## src/rtl/speed_select_ctrl_if.sv

```systemverilog
// Key/speed bundle between the pushbutton front-end and the speed control stage.
//   KeyUp, KeyDown  raw active-low pushbuttons, asynchronous to the stage clock
//   Speed           2-bit speed code for the rate-divided counter
//   SpeedChanged    one-cycle strobe, Speed took a new value on the previous edge
// Modports:
//   master  drives the keys and observes Speed (button source / testbench)
//   slave   the control stage itself
interface speed_select_ctrl_if;
    logic       KeyUp;
    logic       KeyDown;
    logic [1:0] Speed;
    logic       SpeedChanged;

    modport master (
        output KeyUp,
        output KeyDown,
        input  Speed,
        input  SpeedChanged
    );

    modport slave (
        input  KeyUp,
        input  KeyDown,
        output Speed,
        output SpeedChanged
    );
endinterface

```

## src/rtl/speed_select_ctrl.sv

```systemverilog
// Speed select control: turns two raw pushbuttons into the 2-bit Speed code of the
// rate-divided hex counter. Each key is synchronised (two flops) and debounced; one
// clean press steps Speed up or down by one, with a one-cycle SpeedChanged strobe.
// Ports:
//   ClockIn  system clock
//   Reset    synchronous active-low reset
//   bus      speed_select_ctrl_if.slave (KeyUp, KeyDown in; Speed, SpeedChanged out)
// Parameters:
//   CW               width of each debounce counter (must hold DEBOUNCE_CYCLES-1)
//   DEBOUNCE_CYCLES  consecutive stable cycles before a key level is accepted (>= 2)
//   RESET_SPEED      Speed value loaded on reset
// Build option:
//   SPEED_WRAP_EN    when defined, up at 11 wraps to 00 and down at 00 wraps to 11;
//                    otherwise Speed saturates at both ends.
module speed_select_ctrl #(
    parameter int unsigned    CW              = 20,
    parameter logic [CW-1:0]  DEBOUNCE_CYCLES = 20'd1000000,
    parameter logic [1:0]     RESET_SPEED     = 2'b00
) (
    input logic                ClockIn,
    input logic                Reset,
    speed_select_ctrl_if.slave bus
);

    localparam logic [CW-1:0] TERMINAL = DEBOUNCE_CYCLES - CW'(1);

    // Bit 0 is KeyUp, bit 1 is KeyDown; both paths are identical and independent.
    logic [1:0]    key_raw;
    logic [1:0]    sync1;
    logic [1:0]    sync2;
    logic [1:0]    deb;
    logic [1:0]    deb_dly;
    logic [CW-1:0] cnt [2];
    logic [1:0]    press;
    logic          up_press;
    logic          dn_press;

    logic [1:0]    speed_q;
    logic [1:0]    speed_d;
    logic          changed_q;

    assign key_raw = {bus.KeyDown, bus.KeyUp};

    always_ff @(posedge ClockIn) begin
        if (!Reset) begin
            sync1   <= 2'b11;
            sync2   <= 2'b11;
            deb     <= 2'b11;
            deb_dly <= 2'b11;
            cnt[0]  <= '0;
            cnt[1]  <= '0;
        end else begin
            sync1   <= key_raw;
            sync2   <= sync1;
            deb_dly <= deb;
            for (int i = 0; i < 2; i++) begin
                // Any return to the accepted level restarts the stability count.
                if (sync2[i] == deb[i]) begin
                    cnt[i] <= '0;
                end else if (cnt[i] == TERMINAL) begin
                    deb[i] <= sync2[i];
                    cnt[i] <= '0;
                end else begin
                    cnt[i] <= cnt[i] + CW'(1);
                end
            end
        end
    end

    // Only the debounced 1->0 edge counts; holding or releasing the key does nothing.
    assign press    = deb_dly & ~deb;
    assign up_press = press[0];
    assign dn_press = press[1];

    always_comb begin
        speed_d = speed_q;
        if (up_press && !dn_press) begin
`ifdef SPEED_WRAP_EN
            speed_d = speed_q + 2'd1;
`else
            if (speed_q != 2'b11) begin
                speed_d = speed_q + 2'd1;
            end
`endif
        end else if (dn_press && !up_press) begin
`ifdef SPEED_WRAP_EN
            speed_d = speed_q - 2'd1;
`else
            if (speed_q != 2'b00) begin
                speed_d = speed_q - 2'd1;
            end
`endif
        end
    end

    always_ff @(posedge ClockIn) begin
        if (!Reset) begin
            speed_q   <= RESET_SPEED;
            changed_q <= 1'b0;
        end else begin
            speed_q   <= speed_d;
            changed_q <= (speed_d != speed_q);
        end
    end

    assign bus.Speed        = speed_q;
    assign bus.SpeedChanged = changed_q;

endmodule
```

## src/flat_wrapper.sv

```systemverilog
// flat-port wrapper written by rule: the top's interface ports become plain ports
module speed_select_ctrl_flat 
#(
    parameter int unsigned    CW              = 20,
    parameter logic [CW-1:0]  DEBOUNCE_CYCLES = 20'd1000000,
    parameter logic [1:0]     RESET_SPEED     = 2'b00
)
  (ClockIn, Reset, bus_KeyUp, bus_KeyDown, bus_Speed, bus_SpeedChanged);
  speed_select_ctrl_if bus_i ();
  input logic ClockIn;
  input logic Reset;
  input wire logic [$bits(bus_i.KeyUp)-1:0] bus_KeyUp;
  input wire logic [$bits(bus_i.KeyDown)-1:0] bus_KeyDown;
  output wire logic [$bits(bus_i.Speed)-1:0] bus_Speed;
  output wire logic [$bits(bus_i.SpeedChanged)-1:0] bus_SpeedChanged;
  assign bus_i.KeyUp = bus_KeyUp;
  assign bus_i.KeyDown = bus_KeyDown;
  assign bus_Speed = bus_i.Speed;
  assign bus_SpeedChanged = bus_i.SpeedChanged;
  speed_select_ctrl #(.CW(CW), .DEBOUNCE_CYCLES(DEBOUNCE_CYCLES), .RESET_SPEED(RESET_SPEED)) u_core (.ClockIn(ClockIn), .Reset(Reset), .bus(bus_i));
endmodule
```

## config.mk

```make
export PLATFORM = sky130hd
export DESIGN_NAME = speed_select_ctrl_flat
export DESIGN_NICKNAME = d
export VERILOG_FILES = /design/src/rtl/speed_select_ctrl_if.sv /design/src/rtl/speed_select_ctrl.sv /design/src/flat_wrapper.sv
export SDC_FILE = /design/constraint.sdc
export NUM_CORES = 1
export LEC_CHECK = 0
export ABC_AREA = 1
export BUFFER_PORTS_ARGS = -buffer_cell sky130_fd_sc_hd__buf_4
export CAP_MARGIN = 20
export CORE_ASPECT_RATIO = 0.5
export CORE_MARGIN = 2
export CORE_UTILIZATION = 62
export CTS_BUF_LIST = sky130_fd_sc_hd__clkbuf_16
export DETAILED_ROUTE_END_ITERATION = 6
export PLACE_DENSITY = 0.83
export SETUP_SLACK_MARGIN = 0.2
export SYNTH_ARGS = -nofsm -noshare
export SYNTH_HDL_FRONTEND = slang
export SYNTH_SLANG_ARGS = --single-unit
```

## constraint.sdc

```tcl
create_clock -name ClockIn -period 1.8 [get_ports ClockIn]
set_clock_uncertainty 0.1 [all_clocks]
set_input_delay 0.27 -clock ClockIn [delete_from_list [all_inputs] [get_ports ClockIn]]
set_output_delay 0.27 -clock ClockIn [all_outputs]
set_load 0.005 [all_outputs]
```

==> summary.md <==
| Metric | Value |
|---|---|
| Setup WS pre-CTS | 0.0558 ns |
| Slowest stage delay, CP | 0.42 ns |
| Maxcap violations | 0 |
| Via density per instance | 6.03 |
| Post-synth top area share | 42.5% |
| Distinct cells, synth | 26 |
| Deepest clock path buffer count | 2 |
| P_leak | 1.44 nW |
| Layout cells sized above 1 | 25.9% |
| Die X | 99.5 microns |
| DP Wirelength | 3820 microns |
| Crit-path cells | ha_2, nand2_2, nor2_4, nand2_4, buf_4, o21ai_0, a21oi_2 |
| Crit path DAT | 1.89 ns |
| Final hold violations | 0 |
| Post-route ant nets | 0 |
| Initial antenna violation count | 0 |
| Post-Route WL | 9010 microns |
| Largest delay share family, worst path | compound AO/OA/AOI/OAI gates |
| Post-synthesis cell count | 339 |
| PortBufs | 6 |
| Setup slack, reg-to-reg | -0.15 ns |
| Worst r2r path cells | 7 |
| CTS tree | yes |
| Worst Path Required | 1.73 ns |
| Crit path max fanout | 3 |
| Vias in the first global route | 2196 |
| DRC | 0 |
| Worst-path clk slew | 0.07 ns |
| # diodes | 0 |
| Pwr Total | 2.50 mW |
| Startpoint type of the worst setup path | register |
| GRT Total Usage | 23.9% |
| Cell Area, Synth | 0.00283 sq mm |
| Crit share post-route | 109% |
| Largest cells by area after synthesis | edfxtp_1 42%, nand2_1 11%, nor2_1 10%, dfxtp_1 7.8%, nand3_1 3.5% |
| Failing checks | setup timing |
| Vias | 2880 |
| Status | finished with violations |
| Pre-antenna DRT Iters | 6 |
| Row count | 17 |
| Core box area | 0.00438 sq mm |
| Fin crit period | 1.95 ns |
| Die Y | 51.8 microns |
| Worst min path class | in -> reg |
| Drt wl/cell | 18.8 microns |
| Setup-failing EPs final | 20 |
| Setup TNS | -1.44 ns |
| Die area | 0.00515 sq mm |
| H-tree depth | 2 |
| Synth area leader | edfxtp_1 |
| Peak supply drop | 0.386 mV |
| DR iter-0 viols | 301 |
| First-pass GRT wire length | 9510 microns |
| CTS buffer count | 5 |
| Clk sinks | 51 |
| Top-count cell post-synth | nand2_1 |
| Seq/Total Area, Yosys | 50.3% |
| Fin worst setup slack | -0.155 ns |
| Worst Path Buf+Inv | 1 |
| Final Max Slew Viols | 0 |
| Routability cong. | 0.928 |
| Hold Path Depth | 2 |
| Main flop type after synthesis | edfxtp_1 |
| Overflow after GRT | 0 |
| IO Pins | 7 |
| Initial core utilization | 64.5% |
| Pin count of the biggest net entering global routing | 21 |
| Syn. warnings | 0 |
| Async set-reset flop share out of synthesis | 0% |
| Synthesized area per cell | 8.34 sq um |
| Unrepaired setup endpoints after global routing | yes |
| Synth cell count leaders | 81 x nand2_1, 76 x nor2_1, 40 x edfxtp_1, 25 x inv_1, 20 x nand3_1 |
| CP Depth | 7 |
| Area Growth Syn to Fin | 34.1% |
| Max Freq | 0.512 GHz |
| Nets | 426 |
| CP Class | reg -> reg |
| Synth Register Bits | 51 |
| Number of flops mapped to enable cells by yosys | 40 |
| Clock latency on the worst-skew pair | 0.30 ns |
| Cell Pwr Density | 661 mW/mm^2 |
| CTS Root Cell | clkbuf_16 |
| Highest-delay cell along the critical path | edfxtp_1 |
| Crit path capture type | register |
-- layout by cell type, fill, tap and decap left out, types with 4 or more instances in the layout --
master / netlist / final
a21oi_1: 16 / 6
nor2_4: 2 / 16
edfxtp_1: 40 / 40
nand3_1: 20 / 19
xnor2_1: 8 / 8
o21ai_0: 8 / 7
nor2_1: 76 / 49
nand2_2: 3 / 4
or2_2: 5 / 5
nand3b_1: 4 / 4
xor2_1: 11 / 10
a21oi_2: 3 / 11
buf_4: 2 / 29
inv_1: 25 / 26
o21bai_1: 5 / 5
nand4_1: 6 / 6
conb_1: 1 / 40
nor2_2: 2 / 15
nand2_1: 81 / 78
clkbuf_16: 0 / 9
dfxtp_1: 11 / 11
-- registers in the layout, indices dropped and copies added, names as in the netlist --
signal	flops
u_core.cnt	40
u_core.bus.Speed	2
u_core.deb	2
u_core.deb_dly	2
u_core.sync1	2
u_core.sync2	2
u_core.bus.SpeedChanged	1
-- logic make-up (layout without fill, tap and decap cells) --
| kind of cell | after synthesis | count (layout) | synth area share [%] |
|---|---|---|---|
| xor+xnor | 19 | 19 | 5.88 |
| simple gates | 205 | 205 | 31.7 |
| flops | 51 | 51 | 50.3 |
| buf+inv | 29 | 72 | 4.65 |
| compound gates | 32 | 32 | 6.50 |
| other cells | 1 | 40 | 0.133 |
| fa+ha+maj | 2 | 2 | 0.885 |
-- routing by layer --
| metal | routed length (microns) | global-route usage, % | vias up |
|---|---|---|---|
| li1 | - | - | 1230 |
| met1 | 3130 | 27.9 | 1341 |
| met2 | 4340 | 42.9 | 234 |
| met3 | 932 | 5.11 | 75 |
| met4 | 610 | 12.1 | 0 |
| met5 | 0 | 0 | - |
-- area by class of cell --
type                       count  area, sq um
sequential                    51         1420
inverter                      25         93.8
timing repair buffer          39          407
clock buffer                   5          125
clock inverter                 3         12.5
multi-input combinational    298         1660
tap                           57         71.3
fill                         199          591
-- report_power, final --
group / switching (mW) / internal [mW] / leakage (nW) / total, mW
sequential: 0.0497 / 1.31 / 0.503 / 1.36
combinational: 0.123 / 0.0776 / 0.862 / 0.201
clock: 0.438 / 0.505 / 0.0762 / 0.943
-- worst paths after layout --
check | startpoint | endpoint
max | u_core.cnt[0][1] | u_core.cnt[0][14]
max reg2reg | u_core.cnt[0][1] | u_core.cnt[0][14]
min | bus_KeyDown | u_core.sync1[1]
min reg2reg | u_core.sync1[1] | u_core.sync2[1]
-- through the flow --
| step | hold WS [ns] | instances | util [%] | area [sq um] |
|---|---|---|---|---|
| 6_report | 0.0707 | 478 | 86.5 | 3790 |
| 3_3_place_gp | 0.300 | 442 | 71.1 | 3120 |
| 3_5_place_dp | 0.300 | 442 | 71.1 | 3120 |
| 2_1_floorplan | 0.239 | 378 | - | 2970 |
| 5_1_grt | 0.0644 | 478 | 86.5 | 3790 |
| 4_1_cts | 0.0639 | 457 | 75.6 | 3310 |
-- repair_timing --
item	in CTS	in global routing
endpoints found under the hold margin	0	0
pin swaps	3	17
gates resized for setup	3	66
setup endpoints to repair	40	41
setup buffers	7	15
gates cloned	0	6
hold buffers	0	0
Power figures use the tool's default switching activity.
